==> config.mk <==
export PLATFORM = sky130hd
export DESIGN_NAME = decode_stage
export DESIGN_NICKNAME = d
export VERILOG_FILES = /design/src/rtl/decode_pkg.sv /design/src/rtl/decode_stage_imm_gen.sv /design/src/rtl/decode_stage.sv
export SDC_FILE = /design/constraint.sdc
export NUM_CORES = 1
export LEC_CHECK = 0
export ABC_AREA = 1
export BUFFER_PORTS_ARGS = -buffer_cell sky130_fd_sc_hd__buf_2
export CAP_MARGIN = 40
export CORE_UTILIZATION = 55
export CTS_BUF_LIST = sky130_fd_sc_hd__clkbuf_8
export DETAILED_ROUTE_END_ITERATION = 8
export PLACE_DENSITY = 0.86
export RECOVER_POWER = 50
export SLEW_MARGIN = 20
export SYNTH_ARGS = -nofsm -noshare
export SYNTH_HDL_FRONTEND = slang
export SYNTH_SLANG_ARGS = --single-unit
==> constraint.sdc <==
create_clock -name clk -period 12.1 [get_ports clk]
set_input_delay 0.605 -clock clk [delete_from_list [all_inputs] [get_ports clk]]
set_output_delay 0.605 -clock clk [all_outputs]
set_load 0.01 [all_outputs]
==> src/rtl/decode_pkg.sv <==
// ----------------------------------------------------------------------------
// decode_pkg
// Shared definitions for the RV32I decode stage:
//   - base opcode constants (instr[6:0])
//   - op-class enum carried on out_op
//   - decode FSM state enum
//   - helpers that map an opcode to its class and to its rd-write behaviour
// ----------------------------------------------------------------------------
package decode_pkg;

    localparam logic [6:0] OPC_LUI    = 7'b0110111;
    localparam logic [6:0] OPC_AUIPC  = 7'b0010111;
    localparam logic [6:0] OPC_JAL    = 7'b1101111;
    localparam logic [6:0] OPC_JALR   = 7'b1100111;
    localparam logic [6:0] OPC_BRANCH = 7'b1100011;
    localparam logic [6:0] OPC_LOAD   = 7'b0000011;
    localparam logic [6:0] OPC_STORE  = 7'b0100011;
    localparam logic [6:0] OPC_OPIMM  = 7'b0010011;
    localparam logic [6:0] OPC_OP     = 7'b0110011;
    localparam logic [6:0] OPC_SYSTEM = 7'b1110011;

    typedef enum logic [3:0] {
        CLS_LUI     = 4'd0,
        CLS_AUIPC   = 4'd1,
        CLS_JAL     = 4'd2,
        CLS_JALR    = 4'd3,
        CLS_BRANCH  = 4'd4,
        CLS_LOAD    = 4'd5,
        CLS_STORE   = 4'd6,
        CLS_OPIMM   = 4'd7,
        CLS_OP      = 4'd8,
        CLS_SYSTEM  = 4'd9,
        CLS_ILLEGAL = 4'd15
    } op_class_e;

    typedef enum logic [1:0] {
        S_IDLE = 2'd0,
        S_READ = 2'd1,
        S_HOLD = 2'd2
    } state_e;

    // Anything outside the ten supported base opcodes is illegal
    // (this includes MISC-MEM / FENCE).
    function automatic op_class_e classify(input logic [6:0] opcode);
        op_class_e c;
        case (opcode)
            OPC_LUI:    c = CLS_LUI;
            OPC_AUIPC:  c = CLS_AUIPC;
            OPC_JAL:    c = CLS_JAL;
            OPC_JALR:   c = CLS_JALR;
            OPC_BRANCH: c = CLS_BRANCH;
            OPC_LOAD:   c = CLS_LOAD;
            OPC_STORE:  c = CLS_STORE;
            OPC_OPIMM:  c = CLS_OPIMM;
            OPC_OP:     c = CLS_OP;
            OPC_SYSTEM: c = CLS_SYSTEM;
            default:    c = CLS_ILLEGAL;
        endcase
        return c;
    endfunction

    // Classes that produce an architectural rd write.
    function automatic logic writes_rd(input op_class_e c);
        logic we;
        case (c)
            CLS_LUI, CLS_AUIPC, CLS_JAL, CLS_JALR,
            CLS_LOAD, CLS_OPIMM, CLS_OP: we = 1'b1;
            default:                     we = 1'b0;
        endcase
        return we;
    endfunction

endpackage

==> src/rtl/decode_stage_imm_gen.sv <==
// ----------------------------------------------------------------------------
// imm_gen
// Purely combinational RV32I immediate generator. The format (I/S/B/U/J) is
// selected from the opcode; the result is sign-extended to 32 bits. R-type
// and unknown opcodes yield zero.
// Ports:
//   i_instr  in  32  instruction word
//   o_imm    out 32  sign-extended immediate
// ----------------------------------------------------------------------------
module imm_gen
    import decode_pkg::*;
(
    input  logic [31:0] i_instr,
    output logic [31:0] o_imm
);

    op_class_e w_cls;

    assign w_cls = classify(i_instr[6:0]);

    always_comb begin
        o_imm = '0;
        case (w_cls)
            CLS_LOAD, CLS_OPIMM, CLS_JALR, CLS_SYSTEM:
                o_imm = {{20{i_instr[31]}}, i_instr[31:20]};
            CLS_STORE:
                o_imm = {{20{i_instr[31]}}, i_instr[31:25], i_instr[11:7]};
            CLS_BRANCH:
                o_imm = {{19{i_instr[31]}}, i_instr[31], i_instr[7],
                         i_instr[30:25], i_instr[11:8], 1'b0};
            CLS_LUI, CLS_AUIPC:
                o_imm = {i_instr[31:12], 12'b0};
            CLS_JAL:
                o_imm = {{11{i_instr[31]}}, i_instr[31], i_instr[19:12],
                         i_instr[20], i_instr[30:21], 1'b0};
            default:
                o_imm = '0;
        endcase
    end

endmodule

==> src/rtl/decode_stage.sv <==
// ----------------------------------------------------------------------------
// decode_stage
// RV32I decode stage with a busy-bit scoreboard. One instruction is in flight
// at a time: IDLE accepts, READ waits for the one-cycle register-file read,
// HOLD presents the decoded bundle until execute takes it.
// Ports:
//   clk, reset                      clock, async active-high reset
//   instr_valid/instr/pc_in         fetch offer
//   instr_ready                     decode accepts this cycle
//   flush                           discard in-flight instruction
//   rf_rs1/rf_rs2                   register-file read addresses
//   rf_data1/rf_data2               read data, one cycle after the address
//   wb_valid/wb_rd                  retiring writeback (clears busy bit)
//   out_valid/out_ready             bundle handshake to execute
//   out_pc/out_rs1_val/out_rs2_val/out_imm/out_rd/out_funct3/
//   out_funct7b5/out_op/out_we/out_illegal   decoded bundle
// ----------------------------------------------------------------------------
module decode_stage
    import decode_pkg::*;
(
    input  logic        clk,
    input  logic        reset,
    input  logic        instr_valid,
    input  logic [31:0] instr,
    input  logic [31:0] pc_in,
    output logic        instr_ready,
    input  logic        flush,
    output logic [4:0]  rf_rs1,
    output logic [4:0]  rf_rs2,
    input  logic [31:0] rf_data1,
    input  logic [31:0] rf_data2,
    input  logic        wb_valid,
    input  logic [4:0]  wb_rd,
    output logic        out_valid,
    input  logic        out_ready,
    output logic [31:0] out_pc,
    output logic [31:0] out_rs1_val,
    output logic [31:0] out_rs2_val,
    output logic [31:0] out_imm,
    output logic [4:0]  out_rd,
    output logic [2:0]  out_funct3,
    output logic        out_funct7b5,
    output logic [3:0]  out_op,
    output logic        out_we,
    output logic        out_illegal
);

    state_e      r_state;
    state_e      w_state_nxt;
    logic [31:0] r_busy;
    logic [31:0] w_busy_nxt;
    logic [4:0]  r_rs1;
    logic [4:0]  r_rs2;
    logic [31:0] w_imm;
    op_class_e   w_cls;
    logic        w_hazard;
    logic        w_accept;
    logic        w_handshake;

    assign w_cls = classify(instr[6:0]);

    imm_gen u_imm_gen (
        .i_instr (instr),
        .o_imm   (w_imm)
    );

    // Conservative: rs1/rs2/rd fields are checked even when the format does
    // not use them, so no per-format field decoding is needed here.
    assign w_hazard = r_busy[instr[19:15]] | r_busy[instr[24:20]] | r_busy[instr[11:7]];

    // The bundle is valid exactly while the FSM sits in HOLD, so an async
    // reset or a flush drops it with the state.
    assign out_valid = (r_state == S_HOLD);

    always_ff @(posedge clk or posedge reset) begin
        if (reset) begin
            r_state <= S_IDLE;
        end else begin
            r_state <= w_state_nxt;
        end
    end

    always_comb begin
        w_state_nxt = r_state;
        instr_ready = 1'b0;
        rf_rs1      = r_rs1;
        rf_rs2      = r_rs2;
        w_accept    = 1'b0;
        w_handshake = 1'b0;
        case (r_state)
            S_IDLE: begin
                // Read addresses come straight from the offered word so the
                // register file is read in the accept cycle.
                rf_rs1      = instr[19:15];
                rf_rs2      = instr[24:20];
                instr_ready = !w_hazard && !flush && !reset;
                w_accept    = instr_valid && !w_hazard && !flush && !reset;
                if (w_accept) begin
                    w_state_nxt = S_READ;
                end
            end
            S_READ: begin
                w_state_nxt = S_HOLD;
            end
            S_HOLD: begin
                w_handshake = out_ready && !flush;
                if (out_ready) begin
                    w_state_nxt = S_IDLE;
                end
            end
            default: begin
                w_state_nxt = S_IDLE;
            end
        endcase
        if (flush) begin
            w_state_nxt = S_IDLE;
        end
    end

    // Clear first, then set, so a same-cycle set on the same register wins.
    always_comb begin
        w_busy_nxt = r_busy;
        if (wb_valid) begin
            w_busy_nxt[wb_rd] = 1'b0;
        end
        if (w_handshake && out_we && (out_rd != 5'd0)) begin
            w_busy_nxt[out_rd] = 1'b1;
        end
        w_busy_nxt[0] = 1'b0;
    end

    always_ff @(posedge clk or posedge reset) begin
        if (reset) begin
            r_busy <= '0;
        end else begin
            r_busy <= w_busy_nxt;
        end
    end

    always_ff @(posedge clk or posedge reset) begin
        if (reset) begin
            r_rs1        <= '0;
            r_rs2        <= '0;
            out_pc       <= '0;
            out_imm      <= '0;
            out_rd       <= '0;
            out_funct3   <= '0;
            out_funct7b5 <= 1'b0;
            out_op       <= '0;
            out_we       <= 1'b0;
            out_illegal  <= 1'b0;
            out_rs1_val  <= '0;
            out_rs2_val  <= '0;
        end else begin
            // Accept edge: latch the instruction fields and immediate.
            if (w_accept) begin
                r_rs1        <= instr[19:15];
                r_rs2        <= instr[24:20];
                out_pc       <= pc_in;
                out_imm      <= w_imm;
                out_rd       <= instr[11:7];
                out_funct3   <= instr[14:12];
                out_funct7b5 <= instr[30];
                out_op       <= w_cls;
                out_we       <= writes_rd(w_cls);
                out_illegal  <= (w_cls == CLS_ILLEGAL);
            end
            // READ->HOLD edge: register-file data is now valid.
            if ((r_state == S_READ) && !flush) begin
                out_rs1_val <= rf_data1;
                out_rs2_val <= rf_data2;
            end
        end
    end

endmodule
==> impl_metrics.toml, run 1 <==
[sta]
worst_slew_margin_rel = -1.34
worst_pin_slew_ns = 3.51
fin_ws_ns = 7.21
finClkSkew_ns = 0.0135
hold_viol = 0
finalCritPeriodShare = 0.404
slew_viol_final = 193
hold_slack_ns = 0.361
period_minus_slack_ns = 4.89
max_freq_mhz = 205
fin_setup_tns_ns = 0
setup_viol = 0
grt_setup_unrepaired = "false"

[yosys]
synth_xor_area_frac = 0
syn_nets = 1189
ys_types = 32
yosys_warnings = 0
ys_seq_area_frac = 0.514
synthMuxAreaShare = 0.0795
syn_area_um2 = 9060
synth_seq_cells = 186
synth_compound_area_frac = 0.0666
synth_top_family_by_area = "simple AND/OR/NAND/NOR gates"
synthSimpleGateAreaFrac = 0.270
syn_avg_cell_area_um2 = 8.63
synthAdderAreaFrac = 0
syn_inst = 1050

[route]
firstDrtPassIters = 8
via_per_inst = 5.61
drtIter0Drc = 780
drc = 0
dr_total_vias = 8700
final_antenna_net_count = 0
finalWirelength_um = 26900
wl_per_cell_um = 17.3

[run_status]
violations = "capacitance limit, slew limit"
run_status = "finished, violations left"

[cts]
clock_latency_ns = 0.46
cts_buffer_depth = 2
cts.reportedPaths.clkPinSlew_ns = 0.09
h-tree-depth = 4
cts-hold-fix-buffers = 0
cts-resized-gates = 0
cts-root-buf = "clkbuf_8"
postCtsSetupRepairBufs = 0
cts_num_sinks = 186
cts_made_buffers = 17
cts_tree = "yes"

[setup_path]
worstPathArrival_ns = 4.99
cp_max_fo = 44
end_kind = "async pin"
timing.rr.end = "out_pc[4]$_DFFE_PP0P_"
required_ns = 12.20
criticalPathCategory = "primary input to async pin"
r2r_slack_ns = 9.58
startpoint_type = "primary input"
worstRegToRegCells = 14
r2r-start = "r_busy[29]$_DFF_PP0_"

[die]
start_util = 0.566
rows = 46
die_h_um = 130
fp.dieArea_um2 = 17000
die_w_um = 130
io_pins = 294
core-area_um2 = 16000

[final_layout]
n_fill_cell = 1399
multi_input_area_um2 = 3780
final_cell_mix = "330 x nand2_1, 218 x buf_2, 186 x dfrtp_1"
area_growth_syn_to_layout_pct = 19.6
nets = 1457
final_common_cell = "nand2_1"
drive_gt1_frac = 0.259
final_cell_area_um2 = 10800
regArea_um2 = 4650

[hold_path]
hp-start = "out_ready"
min_path_type = "primary input to flop"
whs_path_depth = 2
min_to = "r_state[1]$_DFFE_PP0P_"

[placed_design]
routabilityCongestion = 0.926
hpwl_um = 19400
place_ws_ns = 9.09
io_buffers = 293
place_area_um2 = 10600

[global_routing]
grt_pass1_wl_um = 41100
grt_pass1_vias = 7982
gr-usage-all-layers = 0.315
antenna_found_initial = 3
grt_start_max_net_pins = 80
overflow = 0

[job]
drv_cap = 4

[power_and_ir_drop]
p_leak_nw = 5.90
powerDensity_nw_per_um2 = 156
peakVddDrop_mv = 0.137
[worst max-delay path, stage by stage]
cell and delay (ns):
clkbuf_1 0.09, clkinvlp_2 1.01, clkbuf_1 1.51, clkbuf_1 1.73
[metal layers]
layer  part of all wire  global-route usage
met5                  0                   0
met4              0.029               0.118
met3               0.10              0.0927
met2               0.47               0.495
met1               0.40               0.414
[cells by family after synthesis]
family,Yosys count
simple gates,553
compound gates,111
mux,64
flops,186
buf+inv,136
[state kept, by name, indices dropped and copies added (netlist names)]
signal and count:
r_rs1 5, out_rs2_val 32, r_rs2 5, out_pc 32, out_funct7b5 1, r_state 2, out_funct3 3, out_rd 5
out_rs1_val 32, out_op 4, out_imm 32, out_illegal 1, r_busy 31, out_we 1
[metrics by stage]
stage | cells | util | total power [mW]
6_report | 1551 | 0.677 | 1.69
5_1_grt | 1548 | 0.677 | 1.78
4_1_cts | 1546 | 0.685 | 1.71
3_5_place_dp | 1515 | 0.663 | 1.33
3_3_place_gp | 1511 | 0.659 | 1.30
2_1_floorplan | 1050 | - | 1.10
[layout make-up]
type                    instances  area share
repair buffers                302       0.133
flip-flops and latches        186       0.430
multi-input cells             728       0.349
clock buffers                  17      0.0216
clock inverters                14      0.0112
inverters                      83      0.0300
diodes                          5     0.00115
well taps                     216      0.0249
[worst max path at each step]
stage / startpoint / to
2_1_floorplan: reset / out_funct3[0]$_DFFE_PP0P_
3_3_place_gp: instr[0] / out_imm[20]$_DFFE_PP0P_
3_5_place_dp: instr[7] / out_op[1]$_DFFE_PP0P_
4_1_cts: r_state[0]$_DFFE_PP0P_ / rf_rs1[4]
5_1_grt: reset / r_busy[7]$_DFF_PP0_
6_report: reset / out_rd[4]$_DFFE_PP0P_
[cells in the mapped netlist]
| cell type | count | area [µm²] |
|---|---|---|
| inv_4 | 1 | 6.26 |
| o22ai_1 | 5 | 31.3 |
| nor3_1 | 3 | 15.0 |
| clkinv_4 | 2 | 17.5 |
| inv_1 | 75 | 282 |
| dfrtp_1 | 186 | 4650 |
| inv_2 | 5 | 18.8 |
| nand4_2 | 1 | 12.5 |
| a41oi_1 | 7 | 61.3 |
| o2111ai_1 | 1 | 8.76 |
| clkbuf_1 | 20 | 75.1 |
| o211ai_1 | 3 | 22.5 |
| a21oi_1 | 4 | 20.0 |
| nand2_4 | 1 | 11.3 |
| nor2_1 | 18 | 67.6 |
| nand2_1 | 330 | 1240 |
| nor2_4 | 2 | 22.5 |
| nand4_1 | 3 | 18.8 |
| o21ai_0 | 88 | 440 |
| o21ai_1 | 1 | 5.00 |
| buf_4 | 5 | 37.5 |
| nand3_2 | 10 | 100 |
| o31ai_1 | 1 | 7.51 |
| buf_1 | 4 | 15.0 |
| nor2_8 | 1 | 20.0 |
| a31oi_1 | 1 | 6.26 |
| nand4_4 | 1 | 21.3 |
| buf_6 | 9 | 101 |
| mux2_2 | 64 | 721 |
| buf_2 | 14 | 70.1 |
| nand3_1 | 183 | 916 |
| buf_8 | 1 | 15.0 |
[power breakdown]
group | internal [mW] | switching [mW]
clock | 0.163 | 0.228
sequential | 0.761 | 0.0839
combinational | 0.188 | 0.267
total | 1.11 | 0.579
(Power assumes the default switching activity.)
==> run 2, diff against run 1 <==
- CORE_UTILIZATION: 55 -> 53
- PLACE_DENSITY: 0.86 -> 0.83
- clock period: 12.1 -> 4.9 ns (I/O delays scaled with it)
==> run 2 against run 1 <==
Effect of this change:
- the run still ends with capacitance limit, slew limit left
- final cell count is 5.4% higher
- wire length increased by 9.9%
- non-clock buffer count is 79 higher
==> impl_metrics.toml, run 2 (synthesized netlist as in run 1, its figures left out) <==
[placed_design]
io_buffers = 293
routabilityCongestion = 0.942
hpwl_um = 19800
place_ws_ns = 2.26
place_inst = 1520

[cts]
cts_made_buffers = 17
clock_latency_ns = 0.48
h-tree-depth = 4
cts_tree = "yes"
cts.reportedPaths.clkPinSlew_ns = 0.10
cts_buffer_depth = 2
cts-resized-gates = 0
cts-root-buf = "clkbuf_8"
cts_num_sinks = 186

[final_layout]
nets = 1536
n_fill_cell = 1307
regArea_um2 = 4650
final_common_cell = "nand2_1"
drive_gt1_frac = 0.246
final_cell_mix = "330 x nand2_1, 215 x buf_2, 186 x dfrtp_1"
final_cells = 1634
multi_input_area_um2 = 3780
final_util = 0.703
area_growth_syn_to_layout_pct = 29.2

[route]
via_per_inst = 5.57
final_antenna_net_count = 0
wl_per_cell_um = 18.1
firstDrtPassIters = 7
drc = 0
drtIter0Drc = 819
dr_total_vias = 9102
finalWirelength_um = 29600

[die]
die_h_um = 133
fp.dieArea_um2 = 17600
io_pins = 294
rows = 47
core-area_um2 = 16600
die_w_um = 133
start_util = 0.544

[setup_path]
criticalPathCategory = "primary input to async pin"
cp_max_fo = 114
startpoint_type = "primary input"
worstPathArrival_ns = 3.01
required_ns = 4.89
end_kind = "async pin"

[sta]
worst_slew_margin_rel = -0.848
hold_viol = 0
setup_viol = 0
max_freq_mhz = 331
grt_setup_unrepaired = "false"
slew_viol_final = 151
period_minus_slack_ns = 3.02
finalCritPeriodShare = 0.616
fin_setup_tns_ns = 0
finClkSkew_ns = 0.0177
fin_ws_ns = 1.88
worst_pin_slew_ns = 2.77

[power_and_ir_drop]
powerDensity_nw_per_um2 = 378
finalPower_mw = 4.42
peakVddDrop_mv = 0.256
p_leak_nw = 6.25

[global_routing]
grt_pass1_wl_um = 47300
grt_start_max_net_pins = 115
antenna_found_initial = 3
gr-usage-all-layers = 0.345
grt_pass1_vias = 9013
overflow = 0

[hold_path]
min_path_type = "primary input to flop"

[run_status]
run_status = "finished, violations left"
violations = "capacitance limit, slew limit"

[job]
drv_cap = 2
## run 2: changes by cell type in the layout (fill, tap and decap cells not counted), sizes merged
cell         delta
bufinv          +1
dlygate4sd3    +78
clkinv          -2
inv             +1
clkinvlp        +1
diode           -1
clkbuf          +1
## run 2: final timing paths
path,start,end,slack (ns),cells after the start
worst min-delay path,rf_data1[20],out_rs1_val[20]$_DFFE_PP0P_,0.02,2
worst max register to register,r_busy[2]$_DFF_PP0_,out_pc[29]$_DFFE_PP0P_,2.46,11
worst min register to register,out_imm[13]$_DFFE_PP0P_,out_imm[13]$_DFFE_PP0P_,0.49,2
max in group clk,r_busy[2]$_DFF_PP0_,out_pc[29]$_DFFE_PP0P_,2.46,11
worst max-delay path,reset,out_rs2_val[10]$_DFFE_PP0P_,1.88,4
min in group asynchronous,reset,out_rs1_val[21]$_DFFE_PP0P_,1.08,4
## run 2: repair_timing
item | in CTS | in global routing
setup buffers | 0 | 0
endpoints found under the hold margin | 110 | 2
hold buffers | 76 | 2
## run 2: report_power, final
group          total [mW]  internal [mW]  switching [mW]  leakage (nW)
registers            2.12           1.88           0.236          2.45
clock network        1.09          0.474           0.617         0.203
logic                1.21          0.507           0.707          3.60
## run 2: through the flow
step	cell area (µm²)	hold WS, ns
floorplan	9060	0.353
global placement	10600	0.457
detailed placement	10600	0.459
CTS	11800	0.000322
global route	11700	0.00329
finish	11700	0.0168
## run 2: layout make-up
type / count / area share
clock buffers: 17 / 0.0200
inverters: 83 / 0.0278
flip-flops and latches: 186 / 0.398
diodes: 4 / 0.000855
multi-input cells: 728 / 0.323
well taps: 220 / 0.0235
repair buffers: 381 / 0.192
clock inverters: 15 / 0.0157
## run 2: metal layers
metal | share of wire | GRT usage | routed length [µm] | vias up
met1 | 0.39 | 0.433 | 11700 | 4331
met2 | 0.48 | 0.580 | 14300 | 527
met4 | 0.037 | 0.151 | 1090 | 0
li1 | - | - | - | 4164
met3 | 0.086 | 0.0701 | 2540 | 80
met5 | 0 | 0 | 0 | -
## run 2: worst max-delay path, cell delays in order
cell and delay (ns):
dlygate4sd3_1 0.54, clkbuf_1 0.13, clkinvlp_2 0.09, clkbuf_2 1.94
